--- src/rtl/bmem_arbiter.sv ---
// bmem_arbiter: shares one 64-bit burst memory port between the icache and dcache line ports.
// Round-robin grant, one transaction outstanding, lines moved as BEATS-beat bursts.
module bmem_arbiter #(
    parameter int unsigned LINE_BITS = 256,
    parameter int unsigned BEAT_BITS = 64,
    parameter int unsigned BEATS     = LINE_BITS / BEAT_BITS
) (
    input  logic                 clk,
    input  logic                 rst,
    input  logic [31:0]          i_dfp_addr,
    input  logic                 i_dfp_read,
    output logic [LINE_BITS-1:0] i_dfp_rdata,
    output logic                 i_dfp_resp,
    input  logic [31:0]          d_dfp_addr,
    input  logic                 d_dfp_read,
    input  logic                 d_dfp_write,
    input  logic [LINE_BITS-1:0] d_dfp_wdata,
    output logic [LINE_BITS-1:0] d_dfp_rdata,
    output logic                 d_dfp_resp,
    output logic [31:0]          bmem_addr,
    output logic                 bmem_read,
    output logic                 bmem_write,
    output logic [BEAT_BITS-1:0] bmem_wdata,
    input  logic                 bmem_ready,
    input  logic [31:0]          bmem_raddr,
    input  logic [BEAT_BITS-1:0] bmem_rdata,
    input  logic                 bmem_rvalid
);

    localparam int unsigned      CNT_W      = (BEATS > 1) ? $clog2(BEATS) : 1;
    localparam logic [CNT_W-1:0] LAST_BEAT  = CNT_W'(BEATS - 1);
    localparam logic [31:0]      ALIGN_MASK = ~(32'(LINE_BITS / 8) - 32'd1);

    typedef enum logic [2:0] {
        StIdle,
        StRdCmd,
        StRdData,
        StWrData,
        StResp
    } state_e;

    state_e               state_q, state_d;
    logic [CNT_W-1:0]     cnt_q, cnt_d;
    logic [31:0]          addr_q, addr_d;
    logic [LINE_BITS-1:0] line_q, line_d;
    logic                 owner_q, owner_d;    // 1: dcache owns the transaction
    logic                 prefer_q, prefer_d;  // 1: dcache wins the next tie
    logic                 grant_d;
    logic                 d_req;

    logic                 bmem_read_q, bmem_read_d;
    logic                 bmem_write_q, bmem_write_d;
    logic [31:0]          bmem_addr_q, bmem_addr_d;
    logic [BEAT_BITS-1:0] bmem_wdata_q, bmem_wdata_d;
    logic                 i_resp_q, i_resp_d;
    logic                 d_resp_q, d_resp_d;
    logic [LINE_BITS-1:0] i_rdata_q, i_rdata_d;
    logic [LINE_BITS-1:0] d_rdata_q, d_rdata_d;

    assign d_req = d_dfp_read | d_dfp_write;

    always_comb begin
        state_d      = state_q;
        cnt_d        = cnt_q;
        addr_d       = addr_q;
        line_d       = line_q;
        owner_d      = owner_q;
        prefer_d     = prefer_q;
        grant_d      = 1'b0;
        bmem_read_d  = 1'b0;
        bmem_write_d = 1'b0;
        bmem_addr_d  = bmem_addr_q;
        bmem_wdata_d = bmem_wdata_q;
        i_resp_d     = 1'b0;
        d_resp_d     = 1'b0;
        i_rdata_d    = i_rdata_q;
        d_rdata_d    = d_rdata_q;

        unique case (state_q)
            StIdle: begin
                if (d_req || i_dfp_read) begin
                    grant_d     = d_req && (!i_dfp_read || prefer_q);
                    owner_d     = grant_d;
                    prefer_d    = !grant_d;
                    addr_d      = (grant_d ? d_dfp_addr : i_dfp_addr) & ALIGN_MASK;
                    bmem_addr_d = addr_d;
                    cnt_d       = '0;
                    // A dcache writeback takes priority over its own read request
                    if (grant_d && d_dfp_write) begin
                        line_d       = d_dfp_wdata;
                        bmem_write_d = 1'b1;
                        bmem_wdata_d = d_dfp_wdata[BEAT_BITS-1:0];
                        state_d      = StWrData;
                    end else begin
                        bmem_read_d = 1'b1;
                        state_d     = StRdCmd;
                    end
                end
            end

            StRdCmd: begin
                bmem_read_d = 1'b1;
                if (bmem_ready) begin
                    bmem_read_d = 1'b0;
                    state_d     = StRdData;
                end
            end

            StRdData: begin
                if (bmem_rvalid && (bmem_raddr == addr_q)) begin
                    line_d[int'(cnt_q) * BEAT_BITS +: BEAT_BITS] = bmem_rdata;
                    cnt_d = cnt_q + CNT_W'(1);
                    if (cnt_q == LAST_BEAT) begin
                        state_d = StResp;
                        if (owner_q) begin
                            d_resp_d  = 1'b1;
                            d_rdata_d = line_d;
                        end else begin
                            i_resp_d  = 1'b1;
                            i_rdata_d = line_d;
                        end
                    end
                end
            end

            StWrData: begin
                bmem_write_d = 1'b1;
                if (bmem_ready) begin
                    if (cnt_q == LAST_BEAT) begin
                        bmem_write_d = 1'b0;
                        state_d      = StResp;
                        d_resp_d     = owner_q;
                        i_resp_d     = !owner_q;
                    end else begin
                        cnt_d        = cnt_q + CNT_W'(1);
                        bmem_wdata_d = line_q[int'(cnt_d) * BEAT_BITS +: BEAT_BITS];
                    end
                end
            end

            StResp: begin
                state_d = StIdle;
            end

            default: begin
                state_d = StIdle;
            end
        endcase
    end

    always_ff @(posedge clk or negedge rst) begin
        if (!rst) begin
            state_q      <= StIdle;
            cnt_q        <= '0;
            addr_q       <= '0;
            line_q       <= '0;
            owner_q      <= 1'b0;
            prefer_q     <= 1'b1;
            bmem_read_q  <= 1'b0;
            bmem_write_q <= 1'b0;
            bmem_addr_q  <= '0;
            bmem_wdata_q <= '0;
            i_resp_q     <= 1'b0;
            d_resp_q     <= 1'b0;
            i_rdata_q    <= '0;
            d_rdata_q    <= '0;
        end else begin
            state_q      <= state_d;
            cnt_q        <= cnt_d;
            addr_q       <= addr_d;
            line_q       <= line_d;
            owner_q      <= owner_d;
            prefer_q     <= prefer_d;
            bmem_read_q  <= bmem_read_d;
            bmem_write_q <= bmem_write_d;
            bmem_addr_q  <= bmem_addr_d;
            bmem_wdata_q <= bmem_wdata_d;
            i_resp_q     <= i_resp_d;
            d_resp_q     <= d_resp_d;
            i_rdata_q    <= i_rdata_d;
            d_rdata_q    <= d_rdata_d;
        end
    end

    assign bmem_read   = bmem_read_q;
    assign bmem_write  = bmem_write_q;
    assign bmem_addr   = bmem_addr_q;
    assign bmem_wdata  = bmem_wdata_q;
    assign i_dfp_resp  = i_resp_q;
    assign d_dfp_resp  = d_resp_q;
    assign i_dfp_rdata = i_rdata_q;
    assign d_dfp_rdata = d_rdata_q;

endmodule
--- config.mk ---
export PLATFORM = sky130hd
export DESIGN_NAME = bmem_arbiter
export DESIGN_NICKNAME = d
export VERILOG_FILES = /design/src/rtl/bmem_arbiter.sv
export SDC_FILE = /design/constraint.sdc
export NUM_CORES = 2
export LEC_CHECK = 0
export CORE_AREA = 2 2 404 406
export DETAILED_ROUTE_END_ITERATION = 10
export DIE_AREA = 0 0 406 408
export HOLD_SLACK_MARGIN = 0.02
export SLEW_MARGIN = 30
export SYNTH_ARGS = -nofsm -noshare
export SYNTH_HDL_FRONTEND = slang
export SYNTH_SLANG_ARGS = --single-unit
--- constraint.sdc ---
create_clock -name clk -period 2.2 [get_ports clk]
set_input_delay 0.55 -clock clk [delete_from_list [all_inputs] [get_ports clk]]
set_output_delay 0.55 -clock clk [all_outputs]
set_load 0.03 [all_outputs]
==> results.toml <==
[critical_path]
r2r_slack_ns = -0.57
startpoint_type = "flop"
crit_arrival_ns = 3.38
r2r_cells = 9
cp_cell_sequence = "xnor2_2 -> nand4_1 -> nor4_4 -> buf_4 -> nand3_2 -> or3_4 -> buf_12 -> buf_16 -> o21ai_1"
crit_path_end_kind = "flop"
path_class = "flop to flop"
critical_path_peak_fanout = 18
required_ns = 2.81
cp_slowest_stage_delay_ns = 0.43
critPathSlowestCell = "or3_4"

[global_routing]
grt_max_degree = 92
antenna_found_initial = 35
grt-ovfl-total = 0
grtUsageTotal_pct = 21.1
grt_pass1_wl_um = 260000
grt_pass1_vias = 37200

[detailed_routing]
topRoutingLayerUsed = "met5"
drc = 0
viasPerCell = 4.96
wire_per_inst_um = 24.6
met2_length_um = 88700
routed_wirelength_um = 188000
met1Wirelength_um = 74900
dr.first_iter.drc_count = 3927
route.met3.wl_um = 16900
num_vias = 37900
ant_nets = 0
first_pass_iters = 7

[die]
num_rows = 148
die-width_um = 406
pin_count = 1035
die_area_um2 = 166000
die_h_um = 408
core_area_um2 = 162000
start_util_pct = 24.2

[place]
place_congestion = 0.906
io_buffers = 1019
detailed_place_hpwl_um = 136000
placed_cell_area_um2 = 55900

[finish]
area_growth_syn_to_layout_pct = 57.2
final_area_um2 = 61400
final_layout_size_suffix_gt1_share_pct = 17.9
final_nets = 5788
final_common_cell = "clkdlybuf4s50_1"
fillers = 15900
final_cell_mix = "clkdlybuf4s50_1 (977), dfrtp_1 (861), a21oi_1 (579)"

[yosys]
yosys-top-cells-area = "dfrtp_1 (56%), a21oi_1 (7.4%), o2bb2ai_1 (5.8%), nand2_1 (5.0%), o21ai_1 (4.4%)"
synth_ff_type = "dfrtp_1"
synth_area_um2 = 39100
synth_area_per_cell_um2 = 9.95
ys_seq_area_share_pct = 55.7
synth_top_area_share_pct = 55.6
synth.distinct_cells = 47
yosysWarnings = 0
synth_edf_count = 0
synth-seq-cells = 870
synthArstFlopShare_pct = 100
synth_area_leader_cell = "dfrtp_1"
synthCells = 3927

[cts]
cts.sinks = 870
ctsLongestPathBuffers = 3
cts_root_buffer = "clkbuf_16"
clk_latency_ns = 0.72
cts_tree = "yes"
clkTransAtPathRegs_ns = 0.07
numCtsBuffers = 98
h-tree-depth = 3

[sta]
tightest_slew_ns = 0.646
skew_ns = 0.0394
relSlewSlack_pct = 56.9
period_minus_slack_ns = 2.77
finalCritPeriodShare_pct = 126
max_freq_mhz = 361
rsz0062_at_grt = "true"
drv_slew = 0
setup_ws_ns = -0.571
setup_viol_count_final = 1344
hold_viol = 0

[power_and_ir_drop]
max-vdd-ir-drop_uv = 475
power_mw = 35.7
power.density_nw_per_um2 = 581
leakagePower_nw = 26.8

[min_path]
hold_class = "input port to async pin"

[outcome]
status = "finished with violations"
failed_checks = "negative setup slack"

[job]
max_cap_viol_count = 0
report_power, final:
group,total [mW],internal [mW],switching (mW)
sequential,16.0,16.0,0.0000000244
combinational,1.78,0.893,0.889
clock,17.9,10.6,7.35
cells in the mapped netlist, drive strengths merged (6+ instances only):
cell / count
ha: 6
o21ai: 518
nand2: 524
nor2: 324
mux2i: 64
inv: 32
mux4: 64
nand4: 8
o2bb2ai: 258
xnor2: 24
nor3: 6
clkbuf: 182
dfrtp: 869
nor2b: 257
a222oi: 27
a21oi: 580
buf: 150
cells by family (layout without fill, tap and decap cells):
kind of cell / Yosys count / count (layout) / synth area share, %
compound gates: 1392 / 1392 / 20.7
fa+ha+maj: 6 / 6 / 0.192
buf+inv: 364 / 1872 / 4.55
simple gates: 1139 / 1139 / 12.9
other cells: 1 / 35 / 0.00959
mux: 128 / 128 / 5.33
flops: 870 / 870 / 55.7
xor+xnor: 27 / 27 / 0.605
critical path: cells and delay by family (launching register included):
family          cells  cell delay, ns
flops               1            0.42
simple gates        4            1.00
compound gates      1            0.25
buf+inv             3            0.61
xor+xnor            1            0.26
cell type report:
| class | instances | area (um2) | share of cell area (%) |
|---|---|---|---|
| well taps | 2175 | 2720 | 4.43 |
| flip-flops and latches | 870 | 21800 | 35.5 |
| diodes | 30 | 75.1 | 0.122 |
| repair buffers | 1660 | 17300 | 28.1 |
| inverters | 32 | 120 | 0.196 |
| clock inverters | 49 | 728 | 1.19 |
| clock buffers | 131 | 2780 | 4.52 |
| multi-input cells | 2697 | 16000 | 26.0 |
registers in the layout, summed over array words and instances (netlist names):
name         count
addr_q          27
bmem_read        1
bmem_wdata      64
bmem_write       1
cnt_q            2
d_dfp_rdata    256
d_dfp_resp       1
i_dfp_rdata    256
i_dfp_resp       1
line_q         256
owner_q          1
prefer_q         1
state_q          3
what timing repair did:
action	CTS	global route
setup buffers	10	11
hold buffers	1	0
cloned	8	44
endpoints found under the hold margin	5	0
pin swaps	1	19
resized for setup	126	163
endpoints found under the setup margin	1379	1357
layer usage:
| metal | global-route usage (%) | up-vias |
|---|---|---|
| met2 | 34.2 | 1859 |
| met3 | 5.35 | 392 |
| met5 | 0 | - |
| met1 | 26.8 | 19000 |
| met4 | 8.58 | 10 |
| li1 | - | 16700 |
per-stage QoR:
stage                     cells  hold WS, ns  TNS (ns)  setup WS [ns]  utilization (%)
after CTS                  7561        0.282   -271.20         -0.341             37.0
final                      7644        0.341   -282.80         -0.571             38.0
after detailed placement   7362        0.471   -822.52          -1.16             34.6
after global placement     7362        0.462   -832.54          -1.15             34.6
after global routing       7638        0.328   -348.37         -0.565             38.0
after floorplan            3931        0.254     -3.78        -0.0540                -
final timing paths:
path	to	startpoint
min in group clk	addr_q[14]	i_dfp_addr[14]
setup reg to reg	d_dfp_rdata[163]	addr_q[11]
hold / removal	d_dfp_rdata[158]	rst
setup / recovery	d_dfp_rdata[163]	addr_q[11]
max in group asynchronous	addr_q[12]	rst
hold reg to reg	i_dfp_rdata[71]	i_dfp_rdata[71]
Power figures use the tool's default switching activity.
